[config.mk]
export PLATFORM = sky130hd
export DESIGN_NAME = motion_segment_fifo
export DESIGN_NICKNAME = d
export VERILOG_FILES = /design/src/rtl/beagleg_pkg.sv /design/src/rtl/motion_segment_fifo.sv
export SDC_FILE = /design/constraint.sdc
export NUM_CORES = 1
export LEC_CHECK = 0
export CAP_MARGIN = 20
export CORE_MARGIN = 1.5
export CORE_UTILIZATION = 43
export DETAILED_ROUTE_END_ITERATION = 10
export HOLD_SLACK_MARGIN = 0.15
export PLACE_DENSITY = 0.7
export RECOVER_POWER = 50
export SLEW_MARGIN = 0
export SYNTH_ARGS = -nofsm -noshare
export SYNTH_HDL_FRONTEND = slang
export SYNTH_SLANG_ARGS = --single-unit
[constraint.sdc]
create_clock -name clk -period 11.3 [get_ports clk]
set_clock_uncertainty 0.15 [all_clocks]
set_input_delay 2.26 -clock clk [delete_from_list [all_inputs] [get_ports clk]]
set_output_delay 2.26 -clock clk [all_outputs]
set_load 0.1 [all_outputs]
[src/rtl/beagleg_pkg.sv]
// Shared motion types for the step-generation pipeline.
package beagleg_pkg;

  typedef struct packed {
    logic [15:0] v0;
    logic [15:0] v1;
    logic [3:0]  direction;
    logic [31:0] target_steps;
  } motion_segment_t;

  localparam int MOTION_SEGMENT_W   = $bits(motion_segment_t);
  localparam int SEGMENT_FIFO_DEPTH = 16;

endpackage

[src/rtl/motion_segment_fifo.sv]
// Show-ahead segment FIFO feeding segment_step_generator.
// Zero-step segments are accepted but discarded and counted.
// Fill level and a sticky underflow flag are reported.
module motion_segment_fifo
  import beagleg_pkg::*;
#(
  parameter int DEPTH      = SEGMENT_FIFO_DEPTH,
  parameter int DROP_CNT_W = 16
) (
  input  logic                        clk,
  input  logic                        rst,
  input  logic                        flush,
  input  logic                        wr_valid,
  output logic                        wr_ready,
  input  motion_segment_t             wr_data,
  output logic                        data_available,
  input  logic                        data_request,
  output motion_segment_t             data,
  output logic [$clog2(DEPTH):0]      level,
  output logic [DROP_CNT_W-1:0]       drop_count,
  output logic                        underflow_err
);

  localparam int AW = $clog2(DEPTH);
  localparam int LW = AW + 1;

  logic [MOTION_SEGMENT_W-1:0] r_mem [DEPTH];
  logic [AW-1:0]               r_wr_ptr;
  logic [AW-1:0]               r_rd_ptr;
  logic [LW-1:0]               r_level;
  logic [DROP_CNT_W-1:0]       r_drop_cnt;
  logic                        r_underflow;

  logic w_full;
  logic w_empty;
  logic w_accept;
  logic w_zero_steps;
  logic w_push;
  logic w_drop;
  logic w_pop;
  logic w_underflow;

  // Status flags derive only from the registered level, so wr_ready has
  // no combinational dependency on data_request.
  assign w_full       = (r_level == LW'(DEPTH));
  assign w_empty      = (r_level == '0);
  assign w_accept     = wr_valid & ~w_full;
  assign w_zero_steps = (wr_data.target_steps == '0);

  // A flush cycle swallows any concurrent traffic, including its side effects.
  assign w_push       = w_accept & ~w_zero_steps & ~flush;
  assign w_drop       = w_accept &  w_zero_steps & ~flush;
  assign w_pop        = data_request & ~w_empty & ~flush;
  assign w_underflow  = data_request &  w_empty & ~flush;

  assign wr_ready       = ~w_full;
  assign data_available = ~w_empty;
  assign data           = motion_segment_t'(r_mem[r_rd_ptr]);
  assign level          = r_level;
  assign drop_count     = r_drop_cnt;
  assign underflow_err  = r_underflow;

  // Storage array write; contents are never cleared.
  always_ff @(posedge clk) begin
    if (w_push) begin
      r_mem[r_wr_ptr] <= wr_data;
    end
  end

  // Pointer, level, drop counter and sticky underflow bookkeeping.
  always_ff @(posedge clk) begin
    if (rst) begin
      r_wr_ptr    <= '0;
      r_rd_ptr    <= '0;
      r_level     <= '0;
      r_drop_cnt  <= '0;
      r_underflow <= 1'b0;
    end else begin
      if (flush) begin
        r_wr_ptr <= '0;
        r_rd_ptr <= '0;
        r_level  <= '0;
      end else begin
        if (w_push) begin
          r_wr_ptr <= r_wr_ptr + AW'(1);
        end
        if (w_pop) begin
          r_rd_ptr <= r_rd_ptr + AW'(1);
        end
        if (w_push && !w_pop) begin
          r_level <= r_level + LW'(1);
        end else if (w_pop && !w_push) begin
          r_level <= r_level - LW'(1);
        end
      end
      if (w_drop && (r_drop_cnt != '1)) begin
        r_drop_cnt <= r_drop_cnt + DROP_CNT_W'(1);
      end
      if (w_underflow) begin
        r_underflow <= 1'b1;
      end
    end
  end

endmodule

== After elaboration in Yosys (flattened, before gate mapping) ==
Memory sizes are Yosys's and may differ from the RTL's. A register that Yosys moved wholly into a read port is not among the register bits.
Cells that the tools add are included.
Operators by class
  div/mod/pow operators: 0
  multiplexer cells: 6
  bitwise operators: 13
  add/sub/neg operators: 5
  shift operators: 0
  equal/unequal tests: 2
  multiply operators: 0
  reductions and logical operators: 9
  order comparisons: 0
Operators by type and width (count)
  32-bit logical NOT: 1
  16-bit by 1-bit adder with 16-bit output, second input constant: 1
  16-bit inequality test, second input constant: 1
  5-bit 2-to-1 mux: 2
  1-bit bitwise AND: 9
  4-bit by 1-bit adder with 4-bit output, second input constant: 2
  4-bit 2-to-1 mux: 2
  5-bit by 1-bit adder with 5-bit output, second input constant: 1
  5-bit == test, second input constant: 1
  5-bit logical NOT: 1
  5-bit by 1-bit subtractor with 5-bit output, second input constant: 1
  1-bit NOT: 4
  1-bit logical AND: 3
  1-bit logical NOT: 2
  1-bit 2-to-1 mux: 2
  2-bit nonzero test: 1
  2-bit OR reduction: 1
Storage, ports and cells
  bits of input ports: 73
  memories kept: 1
  flip-flop bits (word level): 30
  bits in writable memories: 1088
  bits in latches: 0
  word-level logic and storage cells: 41
  output and inout bits: 92
  ROM bits: 0
Memory list
  r_mem: words 16, width 68, rd ports 1, clocked after memory_dff 1, write ports 1, line motion_segment_fifo.sv:27  | logic [MOTION_SEGMENT_W-1:0] r_mem [DEPTH];

== Depth between registers and ports, before layout ==
Gate-level depths: netlist of the first run.
  word-level depth: 9
  depth in mapped cells: 12
  mapped depth without buffers: 11

== Worst setup path before layout of the first run ==
No wires, ideal clock.
  path type: input to register
  start point: input port flush
  end point: memory r_mem[3][0] (netlist name), enable pin
  buffers on the path: 0
  data arrival time: 7.444 ns
  setup slack: 3.128 ns
  cell stages on the path: 4
  cells stage by stage: nand2b_1 a21oi_1 o211ai_1 nor3_1
Between the ends
  cells in the longest elaborated chain, start to end: 4
Ends and longest elaborated chain
  start, declared: line motion_segment_fifo.sv:12  | input logic flush,
  1-bit NOT: line motion_segment_fifo.sv:51  | assign w_push = w_accept & ~w_zero_steps & ~flush;
  1-bit bitwise AND: line motion_segment_fifo.sv:51
  1-bit 2-to-1 mux: line motion_segment_fifo.sv:65  | if (w_push) begin
  1-bit 2-to-1 mux (implied by the code): line motion_segment_fifo.sv:66  | r_mem[r_wr_ptr] <= wr_data;
  end, declared: line motion_segment_fifo.sv:27
No other way between the ends.

==> results.json, run 1 <==
{
  "status": "finished, violations left",
  "violations": "capacitance limit, slew limit",
  "dieHeight_um": 317,
  "die_w_um": 317,
  "cts.reportedPaths.clkPinSlew_ps": 60,
  "hpwlAfterDp_mm": 45.2,
  "syn_area_um2": 42500,
  "core-area_um2": 98100,
  "cp.arrival_ps": 4520,
  "final_nets": 2019,
  "drv_cap": 3,
  "whs_ps": 343,
  "startpoint_type": "flip-flop",
  "syn_avg_cell_area_um2": 24.7,
  "dp_slack_ps": 4820,
  "worst-setup-path-type": "reg2out",
  "peakVddDrop_uv": 113,
  "post_cts_buffers": 0,
  "crit_path_end_kind": "output pin",
  "worst_slack_ps": 4370,
  "grt_usage": 0.186,
  "vias_per_cell": 5.78,
  "grt_max_degree": 185,
  "seq_area_frac_synth": 0.785,
  "io_buffers": 164,
  "leakage_uw": 0.0148,
  "drc_errors": 0,
  "io_pins": 165,
  "grt_antenna_before_repair": 23,
  "gp_congestion": 0.714,
  "grt_pass1_wl_mm": 137,
  "setup_viol": 0,
  "rr_startpoint": "level[0]",
  "syn_inst": 1718,
  "ys_warn_count": 0,
  "cts_root_buf": "clkbuf_16",
  "synth_edf_count": 1088,
  "final_cell_mix": "edfxtp_1 (1,088), mux4_2 (340), clkbuf_16 (111), dlygate4sd3_1 (90), clkdlybuf4s50_1 (74)",
  "grt_pass1_vias": 20500,
  "period_needed_ps": 6930,
  "drive_gt1_frac": 0.275,
  "wl_mm": 92.9,
  "ys.flop_type": "edfxtp_1",
  "drv_slew": 79,
  "async_flop_share": 0,
  "final_util": 0.504,
  "wl_per_cell_um": 28.0,
  "area_growth_pct": 16.3,
  "setup_tns_ps": 0,
  "rows": 115,
  "required_ps": 8890,
  "hp-class": "reg2reg",
  "min-delay-start": "underflow_err",
  "slew_headroom": -0.570,
  "ctsHtreeMaxLevel": 3,
  "syn-num-nets": 1802,
  "max_freq_ghz": 0.144,
  "vias": 19200,
  "cts_tree": "yes",
  "hold_end": "underflow_err",
  "worstReg2RegEnd": "r_mem[3][42]",
  "p_total_uw": 8630,
  "grt_overflow": 0,
  "final_common_cell": "edfxtp_1",
  "firstDrtPassIters": 5,
  "powerDensity_nw_per_um2": 174,
  "min_path_cells": 2,
  "drt_iter0_markers": 2000,
  "clock_latency_ps": 680,
  "clockBufferDepth": 3,
  "rsz0062_at_grt": "false",
  "cts_resized": 0,
  "synth.ff_latch_count": 1122,
  "finalCritPeriodShare": 0.613,
  "die_area_um2": 101000,
  "holdBufCountCts": 0,
  "cts_inserted_buffers": 106,
  "hold_viol_final": 0,
  "crit_path_max_fanout": 51,
  "clkSinkCount": 1122,
  "r2r_setup_slack_ps": 6530,
  "r2r_cells": 6,
  "ant_nets": 0,
  "start_util": 0.433,
  "synth_cell_type_count": 46,
  "worstMarginPinSlew_ps": 2350
}
[layout make-up]
class | instances | area [um^2]
antenna | 7 | 17.5
clock inverter | 66 | 756
fill | 7542 | 48700
timing repair buffer | 193 | 1940
tap | 1287 | 1610
multi-input combinational | 506 | 8850
inverter | 6 | 22.5
clock buffer | 130 | 2880
sequential | 1122 | 33400
[worst max-delay path by stage]
stage	slack [ps]	startpoint	end	cells after the start
detailed placement	4820	wr_data[26]	level[4]	12
finish	4370	flip-flop	data[0]	4
global route	4080	flip-flop	data[0]	4
floorplan	3130	flush	r_mem[3][0]	4
global placement	4850	wr_data[26]	level[4]	12
CTS	4200	flip-flop	data[0]	4
[kinds of logic (layout without fill, tap and decap cells)]
family	count (synthesis)	after routing	synth area share
muxes	345	345	0.181
xor gates and xnor gates	11	11	0.00227
DFF	1122	1122	0.785
and+or+nand+nor	98	98	0.0144
adders and majority gates	11	11	0.00341
AOI/OAI and AO/OA	41	41	0.00556
buffers and inverters	90	395	0.00842
other	0	7	0
[layer usage]
layer,share of wire,track usage,vias to the layer above
li1,-,-,7916
met3,0.072,0.0404,148
met2,0.49,0.299,735
met5,0.0015,0,-
met1,0.42,0.259,10400
met4,0.020,0.0516,24
[Yosys cell counts (all sizes together), types with 11 or more instances]
cell type  count  area (um^2)
dfxtp         34          681
o21ai         11         55.1
mux4         340         7660
or3           11         68.8
nor4          11          119
edfxtp      1088        32700
clkbuf        56          210
nand2         12         45.0
and3          15         93.8
buf           28          125
nor2          19         71.3
a21oi         19         95.1
[flip-flops by register name (all words and copies together) (netlist names), named ones only]
register	count
drop_count	16
underflow_err	1
level	5
r_mem	1088
r_rd_ptr	4
r_wr_ptr	4
[power breakdown]
group	total (uW)	switching (uW)	internal (uW)
clock network	3660	1510	2160
logic	377	259	117
registers	4590	8.30	4580
total	8630	1770	6850
[stage by stage]
step | area (um^2) | instances
6_report | 49400 | 3317
5_1_grt | 49400 | 3311
4_1_cts | 49500 | 3310
3_5_place_dp | 45800 | 3114
3_3_place_gp | 45800 | 3111
2_1_floorplan | 42500 | 1718
[worst max-delay path: stages (launching register included)]
cell and delay [ps]:
dfxtp_4 740, buf_4 870, mux4_2 590, mux4_2 600, clkdlybuf4s50_1 1010
Power figures use the tool's default switching activity.
==> inputs of run 2 (changes only) <==
==> constraint.sdc (replaced) <==
create_clock -name clk -period 6.45 [get_ports clk]
set_clock_uncertainty 0.15 [all_clocks]
set_input_delay 1.29 -clock clk [delete_from_list [all_inputs] [get_ports clk]]
set_output_delay 1.29 -clock clk [all_outputs]
set_load 0.1 [all_outputs]
==> run 2 against run 1 <==
The flow still finishes with violations (capacitance limit, slew limit); wire length grew 1.3%; power grew 74%; sequential power grew 75%; setup slack lost 3700 ps; cell count grew 0.60%; flip-flop and latch count is the same; largest power group unchanged.
==> results.json, run 2 (same netlist as run 1, synthesis figures left out) <==
{
  "grt_pass1_vias": 20400,
  "start_util": 0.433,
  "io_pins": 165,
  "hp-class": "reg2reg",
  "cts.reportedPaths.clkPinSlew_ps": 60,
  "firstDrtPassIters": 7,
  "cp.arrival_ps": 5950,
  "p_sw_uw": 3140,
  "crit_path_end_kind": "flip-flop",
  "hpwlAfterDp_mm": 50.1,
  "grtUsageMet3": 0.0360,
  "grt_usage": 0.187,
  "grt_pass1_wl_mm": 138,
  "met2_usage": 0.300,
  "swShare": 0.210,
  "largest_reg_flops": 1088,
  "clockBufferDepth": 3,
  "ctsHtreeMaxLevel": 3,
  "vias_per_cell": 5.80,
  "clkSinkCount": 1122,
  "grt_max_degree": 69,
  "seqPwrFrac": 0.537,
  "drive_gt1_frac": 0.285,
  "powerDensity_nw_per_um2": 302,
  "post_cts_buffers": 0,
  "rows": 115,
  "drc_errors": 0,
  "rsz0062_at_grt": "false",
  "final_nets": 2041,
  "dieHeight_um": 317,
  "die_w_um": 317,
  "grt_overflow": 0,
  "drt_iter0_markers": 2020,
  "wl_mm": 94.1,
  "worst-setup-path-type": "in2reg",
  "cts_inserted_buffers": 107,
  "fin_cells": 3337,
  "dp.cells": 3135,
  "internal_power_uw": 11800,
  "setup_tns_ps": 0,
  "cts_tree": "yes",
  "finalCritPeriodShare": 0.900,
  "max_freq_ghz": 0.172,
  "drv_cap": 2,
  "slew_headroom": -0.432,
  "period_needed_ps": 5800,
  "cts_root_buf": "clkbuf_16",
  "cts_resized": 0,
  "startpoint_type": "primary input",
  "peakVddDrop_uv": 232,
  "area_growth_pct": 16.5,
  "violations": "capacitance limit, slew limit",
  "met1_usage": 0.262,
  "final_common_cell": "edfxtp_1",
  "required_ps": 6600,
  "wl_per_cell_um": 28.2,
  "regMostFlops": "r_mem",
  "die_area_um2": 101000,
  "status": "finished, violations left",
  "vias": 19400,
  "drv_slew": 57,
  "crit_path_max_fanout": 27,
  "holdBufCountCts": 0,
  "leakage_uw": 0.0149,
  "worstMarginPinSlew_ps": 2150,
  "final_cell_mix": "edfxtp_1 (1,088), mux4_2 (340), clkbuf_16 (108), dlygate4sd3_1 (91), clkdlybuf4s50_1 (59)",
  "hold_viol_final": 0,
  "grt_antenna_before_repair": 23,
  "io_buffers": 164,
  "setup_viol": 0,
  "core-area_um2": 98100,
  "ant_nets": 0,
  "p_comb_frac": 0.044,
  "gp_congestion": 0.742,
  "top_usage_layer": "met2",
  "fill_cells": 7490,
  "clock_power_share": 0.419,
  "clock_latency_ps": 670
}
-- run 2: area by class of cell --
class	count	area [um^2]	share of cell area
Tap cell	1287	1610	0.0325
Timing Repair Buffer	214	2130	0.0431
Clock buffer	126	2770	0.0560
Inverter	6	22.5	0.000455
Sequential cell	1122	33400	0.674
Multi-Input combinational cell	506	8850	0.179
Antenna cell	3	7.51	0.000152
Clock inverter	73	744	0.0150
-- run 2: per-stage QoR --
stage	utilization	total power, uW	instance area (um^2)	hold slack [ps]	setup slack (ps)
2_1_floorplan	-	8610	42500	318	915
3_3_place_gp	0.469	8850	46000	308	988
3_5_place_dp	0.469	8870	46000	323	968
4_1_cts	0.505	15100	49500	340	814
5_1_grt	0.504	15400	49500	403	367
6_report	0.504	15000	49500	328	648
-- run 2: critical path, cell delays in order --
cell	delay (ps)
dlygate4sd3_1	530
clkbuf_1	480
nor4_1	200
nand4_1	420
o21a_1	590
and3_1	1680
buf_4	700
-- run 2: final timing paths --
check             cells after the start  slack [ps]           from            end
setup / recovery                      7         650    wr_data[17]    r_mem[6][3]
hold / removal                        2         330  underflow_err  underflow_err
setup reg to reg                      5        1950       level[0]    r_mem[6][3]
hold reg to reg                       2         330  underflow_err  underflow_err
-- run 2: power by group through the flow --
stage	Sequential, uW	Combinational [uW]	Clock (uW)
finish	8040	664	6270
floorplan	8210	399	0
detailed placement	8190	680	0
global placement	8190	663	0
global route	8040	698	6640
CTS	8040	682	6370
-- run 2: per-layer routing --
layer	up-vias	share of wire	wire length (um)
met3	167	0.079	7440
met5	-	0.0015	139
met2	808	0.49	45800
met4	20	0.024	2260
li1	7948	-	-
met1	10400	0.41	38400
==> inputs of run 3 (changes only) <==
--- a/config.mk
+++ b/config.mk
@@ -6,7 +6,6 @@
 export NUM_CORES = 1
 export LEC_CHECK = 0
 export CAP_MARGIN = 20
-export CORE_MARGIN = 1.5
 export CORE_UTILIZATION = 43
 export DETAILED_ROUTE_END_ITERATION = 10
 export HOLD_SLACK_MARGIN = 0.15
@@ -16,3 +15,4 @@
 export SYNTH_ARGS = -nofsm -noshare
 export SYNTH_HDL_FRONTEND = slang
 export SYNTH_SLANG_ARGS = --single-unit
+export TNS_END_PERCENT = 50
==> run 3 against run 2 <==
The run still ends with capacitance limit, slew limit left; clock-buffer cell count up 1; die area down 0.63%; largest cell class unchanged; flip-flop and latch count unchanged; combinational power up 0.6%; critical path type is now reg2out; cell count down 0.39%; critical path depth down 3; critical endpoint is now data[44]; via count down 1.5%; non-clock buffer count down 11; power up 0.84%.
==> results.json, run 3 (same netlist as run 1, synthesis figures left out) <==
{
  "status": "finished, violations left",
  "violations": "capacitance limit, slew limit",
  "wl_per_cell_um": 28.0,
  "final_common_cell": "edfxtp_1",
  "grt_max_degree": 81,
  "cts.reportedPaths.clkPinSlew_ps": 60,
  "grt_antenna_before_repair": 17,
  "max_freq_ghz": 0.179,
  "rows": 114,
  "cp.arrival_ps": 4140,
  "drc_errors": 0,
  "rr_startpoint": "level[0]",
  "holdBufCountCts": 0,
  "p_sw_uw": 3220,
  "worstPathCellList": "buf_12 -> mux4_2 -> mux4_2 -> clkdlybuf4s50_1",
  "cts_inserted_buffers": 112,
  "hold_end": "underflow_err",
  "rsz0062_at_grt": "false",
  "crit_path_max_fanout": 80,
  "grt_overflow": 0,
  "cts_resized": 0,
  "whs_ps": 340,
  "vias_per_cell": 5.74,
  "drt_iter0_markers": 1854,
  "grt_usage": 0.189,
  "final_nets": 2035,
  "crit_buf_inv": 2,
  "wl_mm": 93.2,
  "regArea_um2": 33400,
  "min_path_cells": 2,
  "gp_congestion": 0.749,
  "io_pins": 165,
  "io_buffers": 164,
  "worstReg2RegEnd": "level[4]",
  "cts_tree": "yes",
  "drive_gt1_frac": 0.279,
  "crit_path_end_kind": "output pin",
  "dp_slack_ps": 832,
  "hp-class": "reg2reg",
  "cts_root_buf": "clkbuf_16",
  "start_util": 0.437,
  "drv_cap": 2,
  "startpoint_type": "flip-flop",
  "ant_nets": 0,
  "r2r_setup_slack_ps": 2670,
  "fill_cells": 7416,
  "internal_power_uw": 11900,
  "regMostFlops": "r_mem",
  "crit_family": "buffers and inverters",
  "grt_pass1_wl_mm": 137,
  "area_growth_pct": 16.7,
  "setup_viol": 0,
  "largest_reg_flops": 1088,
  "grt_pass1_vias": 20400,
  "worstMarginPinSlew_ps": 2390,
  "clock_latency_ps": 680,
  "p_comb_frac": 0.044,
  "die_area_um2": 100000,
  "die_w_um": 316,
  "clock_power_share": 0.423,
  "period_needed_ps": 5580,
  "peakVddDrop_uv": 202,
  "seqPwrFrac": 0.532,
  "final_cell_mix": "edfxtp_1 (1,088), mux4_2 (340), clkbuf_16 (114), dlygate4sd3_1 (91), clkdlybuf4s50_1 (73)",
  "hpwlAfterDp_mm": 48.7,
  "worst_slack_ps": 874,
  "clockBufferDepth": 3,
  "slew_headroom": -0.591,
  "cp_slowest_cell": "clkdlybuf4s50_1",
  "required_ps": 5010,
  "setup_tns_ps": 0,
  "dieHeight_um": 316,
  "ctsHtreeMaxLevel": 3,
  "powerDensity_nw_per_um2": 304,
  "min-delay-start": "underflow_err",
  "firstDrtPassIters": 7,
  "worst-setup-path-type": "reg2out",
  "post_cts_buffers": 0,
  "clkSinkCount": 1122,
  "crit_top_cell": "mux4_2",
  "r2r_cells": 11,
  "critPathMaxStageDelay_ps": 1010,
  "core-area_um2": 97300,
  "hold_viol_final": 0,
  "vias": 19100,
  "p_total_uw": 15100,
  "leakage_uw": 0.0149,
  "multi_input_area_um2": 8860,
  "swShare": 0.213,
  "drv_slew": 40,
  "finalCritPeriodShare": 0.864
}
==> run 3: cell types whose count changed in the layout (fill, tap and decap cells not counted), sizes merged <==
cell | previous run | this run
buf | 62 | 35
clkdlybuf4s50 | 59 | 73
clkinv | 52 | 57
bufinv | 13 | 10
clkbuf | 128 | 131
clkinvlp | 3 | 6
diode | 3 | 6
==> run 3: cell type report <==
class                           count  area share
Clock inverter                     78      0.0153
Tap cell                         1276      0.0322
Timing Repair Buffer              203      0.0424
Clock buffer                      127      0.0585
Sequential cell                  1122       0.672
Inverter                            6    0.000454
Multi-Input combinational cell    506       0.179
Antenna cell                        6    0.000303
==> run 3: metal layers <==
layer | up-vias | part of all wire | GRT usage | wire, um
li1 | 7944 | - | - | -
met1 | 10200 | 0.41 | 0.266 | 38200
met2 | 769 | 0.50 | 0.307 | 46200
met3 | 118 | 0.079 | 0.0377 | 7330
met4 | 16 | 0.015 | 0.0405 | 1350
met5 | - | 0.0011 | 0 | 106
==> run 3: worst max path at each step <==
stage	startpoint	endpoint	slack [ps]	cells past startpoint
after floorplan	flush	r_mem[7][0]	920	4
after global placement	wr_data[8]	level[4]	860	12
after detailed placement	wr_data[9]	level[4]	830	12
after CTS	flip-flop	data[57]	740	4
after global routing	flip-flop	data[57]	660	4
final	flip-flop	data[44]	870	4
==> run 3: tightest hold or removal path: cells and delay by family, from the launching register on <==
family,cells,cell delay [ps]
compound gates,1,50
flops,1,330
simple gates,1,80
==> run 3: stage by stage <==
stage	cell area (um^2)	cells	utilization
finish	49600	3324	0.510
detailed placement	46000	3113	0.473
floorplan	42500	1718	-
global route	49600	3319	0.510
global placement	45900	3111	0.472
CTS	49600	3318	0.510
==> run 3: power groups by stage <==
stage | Sequential (uW) | Combinational [uW] | Clock, uW
6_report | 8040 | 668 | 6390
3_5_place_dp | 8190 | 684 | 0
3_3_place_gp | 8190 | 664 | 0
4_1_cts | 8040 | 686 | 6510
2_1_floorplan | 8210 | 399 | 0
5_1_grt | 8030 | 703 | 6790
